<file path="src/rtl/disp_pkg.sv">
// Shared types and constants for the octal seven-segment scan controller.
// Segment patterns are {CA,CB,CC,CD,CE,CF,CG}, active-low.
package disp_pkg;

   typedef enum logic {ST_BLANK, ST_DRIVE} scan_state_t;

   localparam int unsigned NUM_DIGITS = 4;
   localparam int unsigned DIGIT_W    = 3;

   localparam logic [6:0] SEG_OFF = 7'h7F;

   localparam logic [6:0] SEG_0 = 7'b0000001;
   localparam logic [6:0] SEG_1 = 7'b1001111;
   localparam logic [6:0] SEG_2 = 7'b0010010;
   localparam logic [6:0] SEG_3 = 7'b0000110;
   localparam logic [6:0] SEG_4 = 7'b1001100;
   localparam logic [6:0] SEG_5 = 7'b0100100;
   localparam logic [6:0] SEG_6 = 7'b0100000;
   localparam logic [6:0] SEG_7 = 7'b0001111;

endpackage

</file>
<file path="src/rtl/octal_seg_decoder.sv">
// Combinational octal digit to active-low seven-segment pattern.
module octal_seg_decoder
   import disp_pkg::*;
(
   input  logic [DIGIT_W-1:0] i_digit,
   output logic [6:0]         o_seg
);

   always_comb begin
      o_seg = SEG_OFF;
      unique case (i_digit)
         3'd0: o_seg = SEG_0;
         3'd1: o_seg = SEG_1;
         3'd2: o_seg = SEG_2;
         3'd3: o_seg = SEG_3;
         3'd4: o_seg = SEG_4;
         3'd5: o_seg = SEG_5;
         3'd6: o_seg = SEG_6;
         3'd7: o_seg = SEG_7;
         default: o_seg = SEG_OFF;
      endcase
   end

endmodule

</file>
<file path="src/rtl/octal_scan_controller.sv">
// Scans four octal digits onto a shared seven-segment bus with blanking between digits.
// Updates are buffered in a shadow register and committed only at a frame boundary.
module octal_scan_controller
   import disp_pkg::*;
#(
   parameter int unsigned DRIVE_CYCLES = 100000,
   parameter int unsigned BLANK_CYCLES = 1000
) (
   input  logic        i_clk,
   input  logic        i_rst_n,
   input  logic        i_upd_valid,
   output logic        o_upd_ready,
   input  logic [11:0] i_upd_value,
   input  logic [3:0]  i_upd_dp,
   input  logic [3:0]  i_upd_en,
   output logic        o_ca,
   output logic        o_cb,
   output logic        o_cc,
   output logic        o_cd,
   output logic        o_ce,
   output logic        o_cf,
   output logic        o_cg,
   output logic        o_dp,
   output logic        o_an3,
   output logic        o_an2,
   output logic        o_an1,
   output logic        o_an0,
   output logic        o_frame_done
);

   localparam int unsigned MAX_CYCLES = (DRIVE_CYCLES > BLANK_CYCLES) ? DRIVE_CYCLES
                                                                       : BLANK_CYCLES;
   localparam int unsigned CNT_W = $clog2(MAX_CYCLES + 1);
   localparam int unsigned IDX_W = $clog2(NUM_DIGITS);
   localparam int unsigned VAL_W = NUM_DIGITS * DIGIT_W;

   localparam logic [CNT_W-1:0] BLANK_LAST = CNT_W'(BLANK_CYCLES - 1);
   localparam logic [CNT_W-1:0] DRIVE_LAST = CNT_W'(DRIVE_CYCLES - 1);
   localparam logic [IDX_W-1:0] IDX_LAST   = IDX_W'(NUM_DIGITS - 1);

   scan_state_t              r_state, w_state_nxt;
   logic [CNT_W-1:0]         r_cnt, w_cnt_nxt;
   logic [IDX_W-1:0]         r_idx, w_idx_nxt;
   logic                     w_boundary;

   logic                     r_sh_full;
   logic [VAL_W-1:0]         r_sh_value, r_act_value;
   logic [NUM_DIGITS-1:0]    r_sh_dp, r_sh_en, r_act_dp, r_act_en;
   logic                     w_xfer;

   logic                     w_lit;
   logic [DIGIT_W-1:0]       w_digit;
   logic [6:0]               w_dec_seg, w_seg_nxt, r_seg;
   logic                     w_dp_nxt, r_dp;
   logic [NUM_DIGITS-1:0]    w_an_nxt, r_an;
   logic                     r_boundary, r_frame_done;

   always_comb begin
      w_state_nxt = r_state;
      w_cnt_nxt   = r_cnt + 1'b1;
      w_idx_nxt   = r_idx;
      w_boundary  = 1'b0;
      unique case (r_state)
         ST_BLANK: begin
            if (r_cnt == BLANK_LAST) begin
               w_state_nxt = ST_DRIVE;
               w_cnt_nxt   = '0;
            end
         end
         ST_DRIVE: begin
            if (r_cnt == DRIVE_LAST) begin
               w_state_nxt = ST_BLANK;
               w_cnt_nxt   = '0;
               w_idx_nxt   = r_idx + 1'b1;
               w_boundary  = (r_idx == IDX_LAST);
            end
         end
         default: begin
            w_state_nxt = ST_BLANK;
            w_cnt_nxt   = '0;
         end
      endcase
   end

   always_ff @(posedge i_clk or negedge i_rst_n) begin
      if (!i_rst_n) begin
         r_state <= ST_BLANK;
         r_cnt   <= '0;
         r_idx   <= '0;
      end else begin
         r_state <= w_state_nxt;
         r_cnt   <= w_cnt_nxt;
         r_idx   <= w_idx_nxt;
      end
   end

   // A transfer needs an empty shadow and a commit needs a full one, so they never collide.
   assign w_xfer      = i_upd_valid & ~r_sh_full;
   assign o_upd_ready = ~r_sh_full;

   always_ff @(posedge i_clk or negedge i_rst_n) begin
      if (!i_rst_n) begin
         r_sh_full   <= 1'b0;
         r_sh_value  <= '0;
         r_sh_dp     <= '0;
         r_sh_en     <= '0;
         r_act_value <= '0;
         r_act_dp    <= '0;
         r_act_en    <= '0;
      end else if (w_xfer) begin
         r_sh_full  <= 1'b1;
         r_sh_value <= i_upd_value;
         r_sh_dp    <= i_upd_dp;
         r_sh_en    <= i_upd_en;
      end else if (w_boundary && r_sh_full) begin
         r_sh_full   <= 1'b0;
         r_act_value <= r_sh_value;
         r_act_dp    <= r_sh_dp;
         r_act_en    <= r_sh_en;
      end
   end

   assign w_digit = r_act_value[DIGIT_W*r_idx +: DIGIT_W];

   octal_seg_decoder u_dec (
      .i_digit (w_digit),
      .o_seg   (w_dec_seg)
   );

   always_comb begin
      w_lit     = (r_state == ST_DRIVE) && r_act_en[r_idx];
      w_seg_nxt = SEG_OFF;
      w_dp_nxt  = 1'b1;
      w_an_nxt  = '1;
      if (w_lit) begin
         w_seg_nxt = w_dec_seg;
         w_dp_nxt  = ~r_act_dp[r_idx];
         w_an_nxt  = ~(NUM_DIGITS'(1) << r_idx);
      end
   end

   // frame_done is delayed twice so it lines up with the first blank output cycle.
   always_ff @(posedge i_clk or negedge i_rst_n) begin
      if (!i_rst_n) begin
         r_seg        <= SEG_OFF;
         r_dp         <= 1'b1;
         r_an         <= '1;
         r_boundary   <= 1'b0;
         r_frame_done <= 1'b0;
      end else begin
         r_seg        <= w_seg_nxt;
         r_dp         <= w_dp_nxt;
         r_an         <= w_an_nxt;
         r_boundary   <= w_boundary;
         r_frame_done <= r_boundary;
      end
   end

   assign {o_ca, o_cb, o_cc, o_cd, o_ce, o_cf, o_cg} = r_seg;
   assign o_dp                                       = r_dp;
   assign {o_an3, o_an2, o_an1, o_an0}               = r_an;
   assign o_frame_done                               = r_frame_done;

endmodule

</file>
<file path="config.mk">
export PLATFORM = sky130hd
export DESIGN_NAME = octal_scan_controller
export DESIGN_NICKNAME = d
export VERILOG_FILES = /design/src/rtl/disp_pkg.sv /design/src/rtl/octal_seg_decoder.sv /design/src/rtl/octal_scan_controller.sv
export SDC_FILE = /design/constraint.sdc
export NUM_CORES = 1
export LEC_CHECK = 0
export CORE_ASPECT_RATIO = 2
export CORE_MARGIN = 5
export CORE_UTILIZATION = 35
export DETAILED_ROUTE_END_ITERATION = 10
export PLACE_DENSITY_LB_ADDON = 0.1
export SYNTH_ARGS = -nofsm -noshare
export SYNTH_HDL_FRONTEND = slang
export SYNTH_SLANG_ARGS = --single-unit
</file>
<file path="constraint.sdc">
create_clock -name i_clk -period 2.5 [get_ports i_clk]
set_clock_uncertainty 0.05 [all_clocks]
set_input_delay 0.5 -clock i_clk [delete_from_list [all_inputs] [get_ports i_clk]]
set_output_delay 0.5 -clock i_clk [all_outputs]
set_load 0.02 [all_outputs]
</file>
==> impl_metrics.ini <==
[clocking]
h-tree-depth = 3
cts_resized = 0
cts_made_buffers = 9
post_cts.repair.setup_buffers = 0
cts_sinks = 75
clk_pin_slew_ps = 60
cts_max_path_buffers = 2
root_buffer = clkbuf_16
cts_tree = done
hold_buffers = 0
worstSkewPairLatency_ps = 330

[setup_path]
slowest_delay_ps = 460
worstSetupPathType = flip-flop to flip-flop
endpoint = r_act_value[1]$_DFFE_PN0P_
critical_path_buf_inv_count = 0
critPathSlowestCell = mux2_4
r2r_cells = 4
crit_cells = 4
crit_fanout = 21
crit_path_start = r_cnt[13]$_DFF_PN0_
critPathTopFamily = simple AND/OR/NAND/NOR gates
crit_path_cell_trace = nor4_2, and3_2, nand4_4, mux2_4
critPathArrivalTime_ps = 2340
end_kind = flip-flop
startpoint_type = flip-flop
rrSetupSlack_ps = 320
worst_r2r_endpoint = r_act_value[1]$_DFFE_PN0P_
cp.required_ps = 2660
rr_startpoint = r_cnt[13]$_DFF_PN0_

[global_route]
grt_pass1_wl_um = 10300
globalRouteTotalUtil_pct = 11.8
antenna_found_initial = 0
first_global_vias = 2046
grt_overflow = 0
grt_max_degree = 36

[sta]
setup_violations = 0
whs_ps = 74.1
relSlewSlack_pct = 63.7
rsz0062_at_grt = no
fin_crit_ps = 2180
timing.fmax_ghz = 0.459
tns_ps = 0
post-route-period-util_pct = 87.1
drv_slew = 0
finalHoldViolCount = 0
worst_slew_pin_slew_ps = 543

[synth]
syn_inst = 239
ys_top_cells_by_area = dfrtp_1, dfstp_2, mux2_4, mux2_2, ha_1
ys_seq_elements = 75
synth_top_area_share_pct = 47.4
yosys.area.top_type = dfrtp_1
ys_warn_count = 0
syn_avg_cell_area_um2 = 13.9
syn-cell-area_um2 = 3330
syn_nets = 273
ys_seq_area_share_pct = 56.9
synth.distinct_cells = 36

[routing]
initialDrtViolationCount = 28
first_pass_iters = 4
vias = 1941
wl_um = 6360
detail-route-antenna-nets = 0
wl_per_cell_um = 16.2
drc_errors = 0
via_per_inst = 4.94

[cells_and_area]
fin_nets = 318
syn_to_final_growth_pct = 22.2
final_common_cell = dfrtp_1
n_antenna_cell = 0
layout_common_cells = dfrtp_1, clkdlybuf4s50_1, mux2_2
layout-drive-gt1-share_pct = 28.4

[power_and_ir_drop]
power_density_nw_per_um2 = 613
p_switching_w = 0.000497
power_frac_comb_pct = 4.0
peakVddDrop_mv = 0.329
seq_power_share_pct = 51.4
p_int_w = 0.00200
p_clk_share_pct = 44.6
p_leak_nw = 1.84
p_sw_share_pct = 19.9

[status]
status = completed

[die]
design.die.area_um2 = 11700
core_area_um2 = 9320
io_pins = 37
rows = 50
dieWidth_um = 78.9
initial_core_util_pct = 35.7
die_height_um = 148

[place]
gp_congestion = 0.763
port_buffers = 36
hpwl_um = 4700

[min_path]
hp-class = primary input to async pin

[flow_run]
maxCapViolations = 0
## area by class of cell
type / count / area (µm²)
Sequential cell: 75 / 1890
Tap cell: 104 / 130
Multi-Input combinational cell: 149 / 1360
Timing Repair Buffer: 42 / 403
Fill cell: 871 / 5260
Inverter: 7 / 26.3
Clock buffer: 16 / 251
## synthesized netlist by cell type
cell,count
inv_1,7
nand4_4,1
a31o_2,1
buf_6,2
buf_1,1
nand4_1,5
nand3_1,7
and4_1,2
dfstp_2,12
and3_1,3
dfrtp_1,63
mux2_2,22
xnor2_1,8
and3_2,2
nor2_1,11
nor4b_1,1
nand2_1,19
o21a_1,1
nor3_1,2
nor2b_1,4
nor4_4,1
o2bb2ai_1,1
o21ai_0,5
nor4_2,1
xor2_1,6
mux2_4,19
and2_1,3
and4bb_2,1
mux4_2,5
and4b_1,1
nand2b_1,2
clkbuf_1,3
or3_1,1
buf_2,2
ha_1,11
a21oi_1,3
## logic make-up (layout without fill, tap and decap cells)
logic type	Yosys count	in the layout	share of synthesized area (%)
flops	75	75	56.9
mux	46	46	19.4
fa+ha+maj	11	11	4.14
simple gates	67	67	11.7
buf+inv	15	65	2.22
compound gates	11	11	1.96
xor+xnor	14	14	3.69
## sequential cells by signal (all words and copies together) (netlist names)
signal / count
r_cnt: 17
r_act_value: 12
r_sh_value: 12
r_seg: 7
r_act_dp: 4
r_act_en: 4
r_an: 4
r_sh_dp: 4
r_sh_en: 4
r_idx: 2
o_dp: 1
o_frame_done: 1
r_boundary: 1
r_sh_full: 1
r_state: 1
## per-stage QoR
stage               std cells  setup slack (ps)  util (%)  total power (W)  instance area [µm²]
finish                    393               323      43.6          0.00249                 4070
global route              393               137      43.6          0.00260                 4070
CTS                       393               276      43.6          0.00254                 4070
detailed placement        377               280      40.9          0.00141                 3810
global placement          377               326      40.9          0.00140                 3810
floorplan                 239               692         -          0.00133                 3330
## power by group through the flow
stage	Combinational (W)	Clock [W]	Sequential (W)
2_1_floorplan	0.0000380	0	0.00129
3_3_place_gp	0.000102	0	0.00130
3_5_place_dp	0.000104	0	0.00130
4_1_cts	0.000104	0.00116	0.00128
5_1_grt	0.000111	0.00120	0.00129
6_report	0.000100	0.00111	0.00128
## per-layer routing
layer  vias to the layer above  part of all wire, %  GRT usage, %
met5                         -                    0             0
met2                        27                   58          22.1
met3                        11                  3.5          3.23
met1                       984                   37          11.3
met4                         0                  2.3          6.45
li1                        919                    -             -
## how the worst min path moves through the flow
stage / cells past startpoint / slack [ps] / end / start
floorplan: 0 / 150 / o_frame_done$_DFF_PN0_ / i_rst_n
global placement: 0 / 290 / o_frame_done$_DFF_PN0_ / r_boundary$_DFF_PN0_
detailed placement: 0 / 290 / o_frame_done$_DFF_PN0_ / r_boundary$_DFF_PN0_
CTS: 1 / 90 / r_cnt[16]$_DFF_PN0_ / i_rst_n
global route: 1 / 110 / r_cnt[16]$_DFF_PN0_ / i_rst_n
finish: 1 / 70 / r_cnt[16]$_DFF_PN0_ / i_rst_n
No activity file was read; power rests on OpenSTA's default activity.
